[src/rtl/seg7_digit_scanner_pkg.sv]
// Shared definitions for the 7-segment digit scanner: scan states,
// the largest legal BCD digit and the counter width helper.
package seg7_digit_scanner_pkg;

    typedef enum logic {
        ST_GUARD = 1'b0,
        ST_DRIVE = 1'b1
    } scan_state_e;

    localparam logic [3:0] BCD_MAX = 4'd9;

    // Bits needed to count 0..n-1; never narrower than one bit.
    function automatic int cnt_width(input int n);
        if (n <= 2) begin
            return 1;
        end
        return $clog2(n);
    endfunction

endpackage

[src/rtl/seg7_digit_scanner_scan_timer.sv]
// Slot counter and digit index for the scanner. The slot counter k runs
// 0..SCAN_DIV-1; each wrap advances the digit index modulo NUM_DIGITS.
module seg7_digit_scanner_scan_timer
    import seg7_digit_scanner_pkg::*;
#(
    parameter int NUM_DIGITS   = 4,
    parameter int SCAN_DIV     = 50000,
    parameter int GUARD_CYCLES = 500,
    localparam int K_W         = cnt_width(SCAN_DIV),
    localparam int IDX_W       = cnt_width(NUM_DIGITS)
) (
    input  logic             clk_i,
    input  logic             rst_i,
    output logic [IDX_W-1:0] idx_o,
    output logic             slot_guard_o,
    output logic             frame_start_o
);

    localparam logic [K_W-1:0]   K_LAST   = K_W'(SCAN_DIV - 1);
    localparam logic [K_W-1:0]   GUARD_K  = K_W'(GUARD_CYCLES);
    localparam logic [IDX_W-1:0] IDX_LAST = IDX_W'(NUM_DIGITS - 1);

    logic [K_W-1:0]   k_q, k_d;
    logic [IDX_W-1:0] idx_q, idx_d;

    // Next slot position: wrap k at the slot end and step to the next digit.
    always_comb begin
        k_d   = k_q + K_W'(1);
        idx_d = idx_q;
        if (k_q == K_LAST) begin
            k_d   = '0;
            idx_d = (idx_q == IDX_LAST) ? '0 : idx_q + IDX_W'(1);
        end
    end

    // Slot position registers; reset restarts scanning at digit 0, cycle 0.
    always_ff @(posedge clk_i or posedge rst_i) begin
        if (rst_i) begin
            k_q   <= '0;
            idx_q <= '0;
        end else begin
            k_q   <= k_d;
            idx_q <= idx_d;
        end
    end

    assign idx_o         = idx_q;
    assign slot_guard_o  = (k_q < GUARD_K);
    assign frame_start_o = (k_q == '0) && (idx_q == '0);

endmodule

[src/rtl/seg7_digit_scanner.sv]
// Time-multiplexed scan controller for a common-segment 7-segment display.
// Feeds one BCD-to-7-segment decoder with the current digit, its enable and
// lamp-test, and drives the one-hot digit selects.
//
//   state    | meaning
//   ---------+-------------------------------------------------------------
//   ST_GUARD | first GUARD_CYCLES of a slot: no digit selected, decoder off
//   ST_DRIVE | rest of the slot: digit idx selected, nibble driven, enabled
//            | unless blanked (leading zero / invalid) and not lamp-tested
module seg7_digit_scanner
    import seg7_digit_scanner_pkg::*;
#(
    parameter int NUM_DIGITS   = 4,
    parameter int SCAN_DIV     = 50000,
    parameter int GUARD_CYCLES = 500
) (
    input  logic                    clk,
    input  logic                    rst,
    input  logic [4*NUM_DIGITS-1:0] bcd_in,
    input  logic                    load,
    input  logic                    lzb_en,
    input  logic                    lamp_test,
    output logic                    d,
    output logic                    c,
    output logic                    b,
    output logic                    a,
    output logic                    enable,
    output logic                    seg7all_on,
    output logic [NUM_DIGITS-1:0]   digit_sel,
    output logic                    frame_tick,
    output logic                    bcd_err
);

    localparam int IDX_W = cnt_width(NUM_DIGITS);

    logic [IDX_W-1:0] idx;
    logic             slot_guard;
    logic             frame_start;

    seg7_digit_scanner_scan_timer #(
        .NUM_DIGITS   (NUM_DIGITS),
        .SCAN_DIV     (SCAN_DIV),
        .GUARD_CYCLES (GUARD_CYCLES)
    ) u_timer (
        .clk_i         (clk),
        .rst_i         (rst),
        .idx_o         (idx),
        .slot_guard_o  (slot_guard),
        .frame_start_o (frame_start)
    );

    logic [4*NUM_DIGITS-1:0] pend_q, pend_d;
    logic [4*NUM_DIGITS-1:0] act_q, act_d;

    logic [NUM_DIGITS-1:0]   digit_sel_q, digit_sel_d;
    logic [3:0]              nib_q, nib_d;
    logic                    enable_q, enable_d;
    logic                    seg7all_on_q;
    logic                    frame_tick_q;
    logic                    bcd_err_q, bcd_err_d;

    scan_state_e             state_d;
    logic [4*NUM_DIGITS-1:0] eff_frame;
    logic [3:0]              cur_nib;
    logic [NUM_DIGITS-1:0]   cur_sel;
    logic                    cur_tail_zero;
    logic                    zero_run;
    logic                    lead_zero;
    logic                    invalid;

    // Frame decode. At a frame start the pending frame is what becomes active,
    // so it is used directly; every digit of a frame then comes from one value
    // even when the guard interval is zero.
    always_comb begin
        pend_d        = load ? bcd_in : pend_q;
        eff_frame     = frame_start ? pend_q : act_q;
        act_d         = eff_frame;
        cur_nib       = '0;
        cur_sel       = '0;
        cur_tail_zero = 1'b0;
        zero_run      = 1'b1;
        bcd_err_d     = 1'b0;
        for (int i = NUM_DIGITS - 1; i >= 0; i--) begin
            zero_run = zero_run && (eff_frame[4*i +: 4] == 4'd0);
            if (eff_frame[4*i +: 4] > BCD_MAX) begin
                bcd_err_d = 1'b1;
            end
            if (idx == IDX_W'(i)) begin
                cur_nib       = eff_frame[4*i +: 4];
                cur_sel[i]    = 1'b1;
                cur_tail_zero = zero_run;
            end
        end
        lead_zero = lzb_en && (idx != '0) && cur_tail_zero;
        invalid   = (cur_nib > BCD_MAX);
        state_d   = slot_guard ? ST_GUARD : ST_DRIVE;

        digit_sel_d = '0;
        nib_d       = '0;
        enable_d    = 1'b0;
        if (state_d == ST_DRIVE) begin
            digit_sel_d = cur_sel;
            nib_d       = cur_nib;
            enable_d    = lamp_test || !(lead_zero || invalid);
        end
    end

    // Frame buffers: pending takes loads, active refreshes at each frame start.
    always_ff @(posedge clk or posedge rst) begin
        if (rst) begin
            pend_q <= '0;
            act_q  <= '0;
        end else begin
            pend_q <= pend_d;
            act_q  <= act_d;
        end
    end

    // Registered outputs so the decoder and digit drivers see glitch-free levels.
    always_ff @(posedge clk or posedge rst) begin
        if (rst) begin
            digit_sel_q  <= '0;
            nib_q        <= '0;
            enable_q     <= 1'b0;
            seg7all_on_q <= 1'b0;
            frame_tick_q <= 1'b0;
            bcd_err_q    <= 1'b0;
        end else begin
            digit_sel_q  <= digit_sel_d;
            nib_q        <= nib_d;
            enable_q     <= enable_d;
            seg7all_on_q <= lamp_test;
            frame_tick_q <= frame_start;
            bcd_err_q    <= bcd_err_d;
        end
    end

    assign {d, c, b, a} = nib_q;
    assign enable       = enable_q;
    assign seg7all_on   = seg7all_on_q;
    assign digit_sel    = digit_sel_q;
    assign frame_tick   = frame_tick_q;
    assign bcd_err      = bcd_err_q;

endmodule

[config.mk]
export PLATFORM = sky130hd
export DESIGN_NAME = seg7_digit_scanner
export DESIGN_NICKNAME = d
export VERILOG_FILES = /design/src/rtl/seg7_digit_scanner_pkg.sv /design/src/rtl/seg7_digit_scanner_scan_timer.sv /design/src/rtl/seg7_digit_scanner.sv
export SDC_FILE = /design/constraint.sdc
export NUM_CORES = 1
export LEC_CHECK = 0
export ABC_AREA = 1
export BUFFER_PORTS_ARGS = -buffer_cell sky130_fd_sc_hd__buf_2
export CAP_MARGIN = 0
export CORE_AREA = 2 2 99 120
export CTS_BUF_LIST = sky130_fd_sc_hd__clkbuf_4 sky130_fd_sc_hd__clkbuf_8
export DETAILED_ROUTE_END_ITERATION = 7
export DIE_AREA = 0 0 101 122
export PLACE_DENSITY = 0.49
export RECOVER_POWER = 25
export SYNTH_ARGS = -nofsm -noshare
export SYNTH_HDL_FRONTEND = slang
export SYNTH_SLANG_ARGS = --single-unit
[constraint.sdc]
create_clock -name clk -period 4.3 [get_ports clk]
set_input_delay 0.43 -clock clk [delete_from_list [all_inputs] [get_ports clk]]
set_output_delay 0.43 -clock clk [all_outputs]
set_load 0.1 [all_outputs]
Word-level counts from Yosys, hierarchy flattened
Index checks and enable logic that the tools add are counted.
Storage, ports and cells
  input port bits: 21
  output and inout port bits: 12
  register bits: 62
  word-level logic and storage cells: 60
Cells by class
  $add $sub $neg: 2
  equal/unequal tests: 4
  $lt $le $gt $ge: 6
  multiplexer cells: 22
  reductions and logical operators: 16
Operators with widths (count)
  two-way mux 16 bit: 2
  two-way mux 4 bit: 6
  > comparator 4 bit, second input constant: 5
  adder 16 x 1 -> 16 bit, second input constant: 1
  == test 16 bit, second input constant: 1
  zero test 16 bit: 1
  zero test 4 bit: 4
  < comparator 16 x 9 -> 1 bit, second input constant: 1
  two-way mux 1 bit: 13
  logical AND 1 bit: 6
  == test 2 bit, second input constant: 2
  adder 2 x 1 -> 2 bit, second input constant: 1
  == test 2 x 1 -> 1 bit, second input constant: 1
  zero test 2 bit: 1
  logical OR 1 bit: 2
  two-way mux 2 bit: 1
  nonzero test 2 bit: 1
  zero test 1 bit: 1

Depth between registers and ports, before layout
  depth in word-level cells: 13
  gate-level depth with buffers: 18
  depth with buffers taken out: 17

Cells and area by module
A second synthesis with hierarchy kept.
Second synthesis, totals
  cell total of the unflattened synthesis: 346
  area, all modules: 2955.3 µm²
By module, submodules not included
  seg7_digit_scanner: times used 1, cells each 194, sequential area each 1101.1 µm², area an instance 1820.5 µm²
  seg7_digit_scanner_scan_timer: times used 1, cells each 152, sequential area each 450.4 µm², area an instance 1134.8 µm²

Worst setup path before layout
No wires, ideal clock.
  path kind: reg2reg
  start: register u_timer.idx_q[0] (netlist: u_timer.idx_o[0])
  end: register enable_q (netlist: enable)
  setup time: 0.122 ns
  cell stages (with the launch flop): 17
  required time: 4.178 ns
  data arrival time: 1.823 ns
  clock period less this slack: 1.945 ns
  path buffers: 1
  setup slack: 2.355 ns
  cells stage by stage: dfrtp_1 inv_1 ha_1 nand2_1 inv_1 nand2_1 nor2_4 nand2_4 buf_6 o21ai_2 inv_2 nor2_1 nand2_1 nand2_1 nand3_1 nand2_1 a21oi_2
Between the ends
  elaborated cells between the ends (all ways): 29
  those cells by class: order compare: 1; eq/ne: 3; mux: 10; reduce/logical: 15
RTL lines
  start, declared: RTL line seg7_digit_scanner_scan_timer.sv:24  | logic [IDX_W-1:0] idx_q, idx_d;
  start signal, assigned: RTL line seg7_digit_scanner_scan_timer.sv:43  | idx_q <= idx_d;
  zero test 2 bit *: RTL line seg7_digit_scanner_scan_timer.sv:49  | assign frame_start_o = (k_q == '0) && (idx_q == '0);
  logical AND 1 bit *: RTL line seg7_digit_scanner_scan_timer.sv:49
  two-way mux 16 bit *: RTL line seg7_digit_scanner.sv:76  | eff_frame = frame_start ? pend_q : act_q;
  named net act_d[7]: RTL line seg7_digit_scanner.sv:53  | logic [4*NUM_DIGITS-1:0] act_q, act_d;
  parallel branches: the longest is 5 deep, another holds > comparator 4 bit
  logical OR 1 bit *: RTL line seg7_digit_scanner.sv:104  | enable_d = lamp_test || !(lead_zero || invalid);
  zero test 1 bit *: RTL line seg7_digit_scanner.sv:104
  logical OR 1 bit *: RTL line seg7_digit_scanner.sv:104
  two-way mux 1 bit *: RTL line seg7_digit_scanner.sv:101  | if (state_d == ST_DRIVE) begin
  named net enable_d: RTL line seg7_digit_scanner.sv:57  | logic enable_q, enable_d;
  end signal, assigned: RTL line seg7_digit_scanner.sv:131  | enable_q <= enable_d;
  end, declared: RTL line seg7_digit_scanner.sv:57
Mark *: on every way through the listed nets, which the timed path passes.
A chain may end at the register's enable or synchronous reset.

Final worst setup path
  start: register u_timer.idx_q[0] (netlist: u_timer.idx_o[0])
  end: register enable_q (netlist: enable)
Between the ends
  longest elaborated chain between the ends: 13
  elaborated cells between the ends (all ways): 29
  those cells by class: order compare: 1; eq/ne: 3; mux: 10; reduce/logical: 15
RTL lines (RTL line)
  parallel branches: the longest is 9 deep, another holds > comparator 4 bit
  logical OR 1 bit *: seg7_digit_scanner.sv:104
  zero test 1 bit *: seg7_digit_scanner.sv:104
  logical OR 1 bit *: seg7_digit_scanner.sv:104
  two-way mux 1 bit *: seg7_digit_scanner.sv:101
  named net enable_d: seg7_digit_scanner.sv:57
Marked as above.

==> out/metrics.csv <==
stage;metric;value;unit
clock_tree;clk buf depth;2;
power_and_ir_drop;Pleak;1.81;nW
critical_path;family with the most delay on the worst path;simple AND/OR/NAND/NOR gates;
place;port bufs;32;
detailed_routing;Final Routed Wirelength;6470;microns
clock_tree;CTS root buffer;clkbuf_8;
clock_tree;clock sinks;62;
critical_path;crit path cell chain;inv_1, ha_1, nand2_1, inv_1, nand2_1, nor2_4, nand2_4, nand2_1, nand3_1, nand2_1, nand2_1, nand2_1, nand2_1, nand2_1, nand2_1, nand2_1, a21oi_2;
layout;most frequent cells in the layout;nand2_1, dfrtp_1, inv_1, nor2_1, buf_2;
timing;setup ws final;1.96;ns
layout;commonest non-fill, non-tap cell in the layout;nand2_1;
clock_tree;H-tree depth;3;
global_routing;total grt overflow;0;
timing;Max-Slew Margin vs Limit;20.4;%
floorplan;DIE WIDTH;101;microns
timing;Hold Vio Cnt, Final;0;
clock_tree;cells resized by post-CTS repair;0;
clock_tree;setup bufs post-CTS;0;
clock_tree;Worst-path clk slew;0.07;ns
critical_path;CP bufs+invs;2;
floorplan;Initial Util;26.1;%
detailed_routing;Metal-1 WL;2670;microns
timing;min cycle time layout;2.34;ns
yosys;Mapped Cells;346;
critical_path;critical path's largest stage delay;0.40;ns
run;max-cap viol count;0;
detailed_routing;vias per cell;4.35;
critical_path;CP max-delay cell;dfrtp_1;
yosys;Synth cell types;34;
clock_tree;# hold bufs at CTS;0;
detailed_routing;WL per Instance;12.3;microns
global_routing;first-pass GRT wire length;11100;microns
global_routing;pin count of the biggest net entering global routing;33;
layout;Fillers;1189;
hold_path;worst min-delay path class;in -> reg;
yosys;sequential-to-total area share from yosys stat;52.7;%
detailed_routing;Iteration-0 DRC Markers;69;
yosys;post-synthesis register bit count;62;
detailed_routing;DR vias;2278;
detailed_routing;drt drc;0;
yosys;Mean Syn Cell Area;8.51;sq um
timing;Sum Neg Setup Slack;0;ns
critical_path;arrival time worst endpoint;2.57;ns
timing;Clock Skews;0.00951;ns
timing;Slew @ Worst Pin;1.19;ns
timing;Max Fclk;427;MHz
yosys;synth warn;0;
power_and_ir_drop;Pwr per Cell Area;348;mW/mm^2
detailed_routing;metal2 WL;3400;microns
place;dpl ws;1.98;ns
critical_path;WP data required;4.52;ns
critical_path;Worst Setup End Kind;flop;
clock_tree;number of buffers created by CTS;9;
global_routing;total track usage;11.9;%
place;DP HPWL;4940;microns
detailed_routing;top sig layer;met4;
critical_path;startpoint types;flop;
yosys;Post-Syn Nets;373;
floorplan;# IOs;33;
floorplan;die area;0.0123;sq mm
timing;RSZ-0062 raised after global routing;no;
critical_path;most frequent CP cell;nand2_1;
floorplan;row count;43;
detailed_routing;DR WL met3;276;microns
yosys;Post-Syn Area;0.00294;sq mm
run_status;status;finished clean;
floorplan;core area;0.0113;sq mm
timing;Final setup viols;0;
global_routing;vias in the first global route;2388;
layout;Final Core Density;30.4;%
global_routing;initial antenna violation count;0;
detailed_routing;DRT antenna net count;0;
layout;Syn-to-layout area delta;16.5;%
detailed_routing;first-pass iteration count of the detailed router;4;
layout;layout cells sized above 1;18.8;%
critical_path;critical setup path kind;reg -> reg;
place;GP Congestion;0.843;
layout;number of nets in the layout;411;
timing;Tcrit/Tclk final;54.5;%
clock_tree;TritonCTS clock tree;yes;
timing;Final Slew Violations;0;
critical_path;critical path fanouts, max;24;
layout;Ant. Diodes;0;
floorplan;Die H;122;microns
clock_tree;Worst-Skew Late Latency;0.34;ns
power_and_ir_drop;Max IR drop VDD;99.8;uV
==> path summary, 6_finish.rpt <==
kind,slack [ns],end,from,depth (start not counted)
worst max-delay path,1.96,enable,u_timer.idx_o[0],17
worst min-delay path,0.22,seg7all_on,lamp_test,1
worst max register to register,1.96,enable,u_timer.idx_o[0],17
worst min register to register,0.48,u_timer.k_q[0],u_timer.k_q[0],1
max in group asynchronous,2.86,nib_q[2],rst,3
min in group asynchronous,0.41,pend_q[7],rst,2
==> flip-flops by register name (all words and copies together), names as in the netlist <==
name	flops
nib_q	4
bcd_err	1
digit_sel	4
u_timer.k_q	16
frame_tick	1
enable	1
act_q	16
seg7all_on	1
u_timer.idx_o	2
pend_q	16
==> power by group <==
| part | internal [mW] | switching (mW) | leakage [nW] |
|---|---|---|---|
| logic | 0.0266 | 0.0574 | 0.931 |
| registers | 0.607 | 0.00783 | 0.774 |
| clock network | 0.276 | 0.218 | 0.104 |
| total | 0.910 | 0.283 | 1.81 |
==> logic make-up (layout without fill, tap and decap cells) <==
kind of cell             Yosys count  after routing  share of synthesized area [%]
multiplexers                       4              4                           1.53
AND/OR/NAND/NOR                  147            147                           22.4
buffers and inverters             70            113                           9.43
adder cells (fa/ha/maj)            6              6                           2.55
XOR/XNOR                           1              1                          0.298
AO/OA/AOI/OAI                     56             56                           11.1
flip-flops                        62             62                           52.7
==> worst reg2reg max path: cells and delay by family (launching register included) <==
| family | cells | cell delay, ns |
|---|---|---|
| AO/OA/AOI/OAI | 1 | 0.05 |
| flip-flops | 1 | 0.40 |
| AND/OR/NAND/NOR | 13 | 1.30 |
| adder cells (fa/ha/maj) | 1 | 0.29 |
| buffers and inverters | 2 | 0.18 |
==> metal layers <==
metal  GRT usage (%)  vias up
met5               0        -
met4            4.81        0
met3            3.90        9
met2            21.7       42
met1            12.4     1058
li1                -     1169
==> cells in the mapped netlist <==
cell	count	area, sq um
a211oi_1	1	7.51
a21oi_1	13	65.1
a21oi_2	1	8.76
a31oi_1	3	18.8
and2_1	1	6.26
and2_4	2	17.5
and3_1	2	12.5
buf_1	1	3.75
buf_6	2	22.5
clkbuf_1	3	11.3
clkinv_1	1	3.75
dfrtp_1	62	1550
ha_1	6	75.1
inv_1	60	225
inv_2	3	11.3
mux2_2	4	45.0
nand2_1	66	248
nand2_2	4	25.0
nand2_4	2	22.5
nand3_1	23	115
nand4_1	2	12.5
nor2_1	35	131
nor2_2	1	6.26
nor2_4	2	22.5
nor3_1	4	20.0
nor4_1	3	18.8
o211a_1	1	10.0
o211ai_1	2	15.0
o21ai_0	24	120
o21ai_1	3	15.0
o21ai_2	6	52.6
o21bai_1	1	7.51
o31ai_1	1	7.51
xor2_1	1	8.76
==> area by class of cell <==
class | instances | area, sq um | area share (%)
Clock buffer | 11 | 139 | 4.05
Clock inverter | 5 | 50.0 | 1.46
Inverter | 64 | 240 | 7.00
Multi-Input combinational cell | 214 | 1110 | 32.5
Sequential cell | 62 | 1550 | 45.2
Tap cell | 135 | 169 | 4.92
Timing Repair Buffer | 33 | 166 | 4.85
==> per-stage QoR <==
stage / total power, mW / cell area, sq um / hold slack [ns] / cells
final: 1.19 / 3430 / 0.217 / 524
after global routing: 1.25 / 3430 / 0.194 / 524
after CTS: 1.21 / 3430 / 0.198 / 524
after detailed placement: 0.713 / 3240 / 0.481 / 508
after global placement: 0.711 / 3240 / 0.476 / 508
after floorplan: 0.684 / 2940 / 0.455 / 346
(Power assumes the default switching activity.)
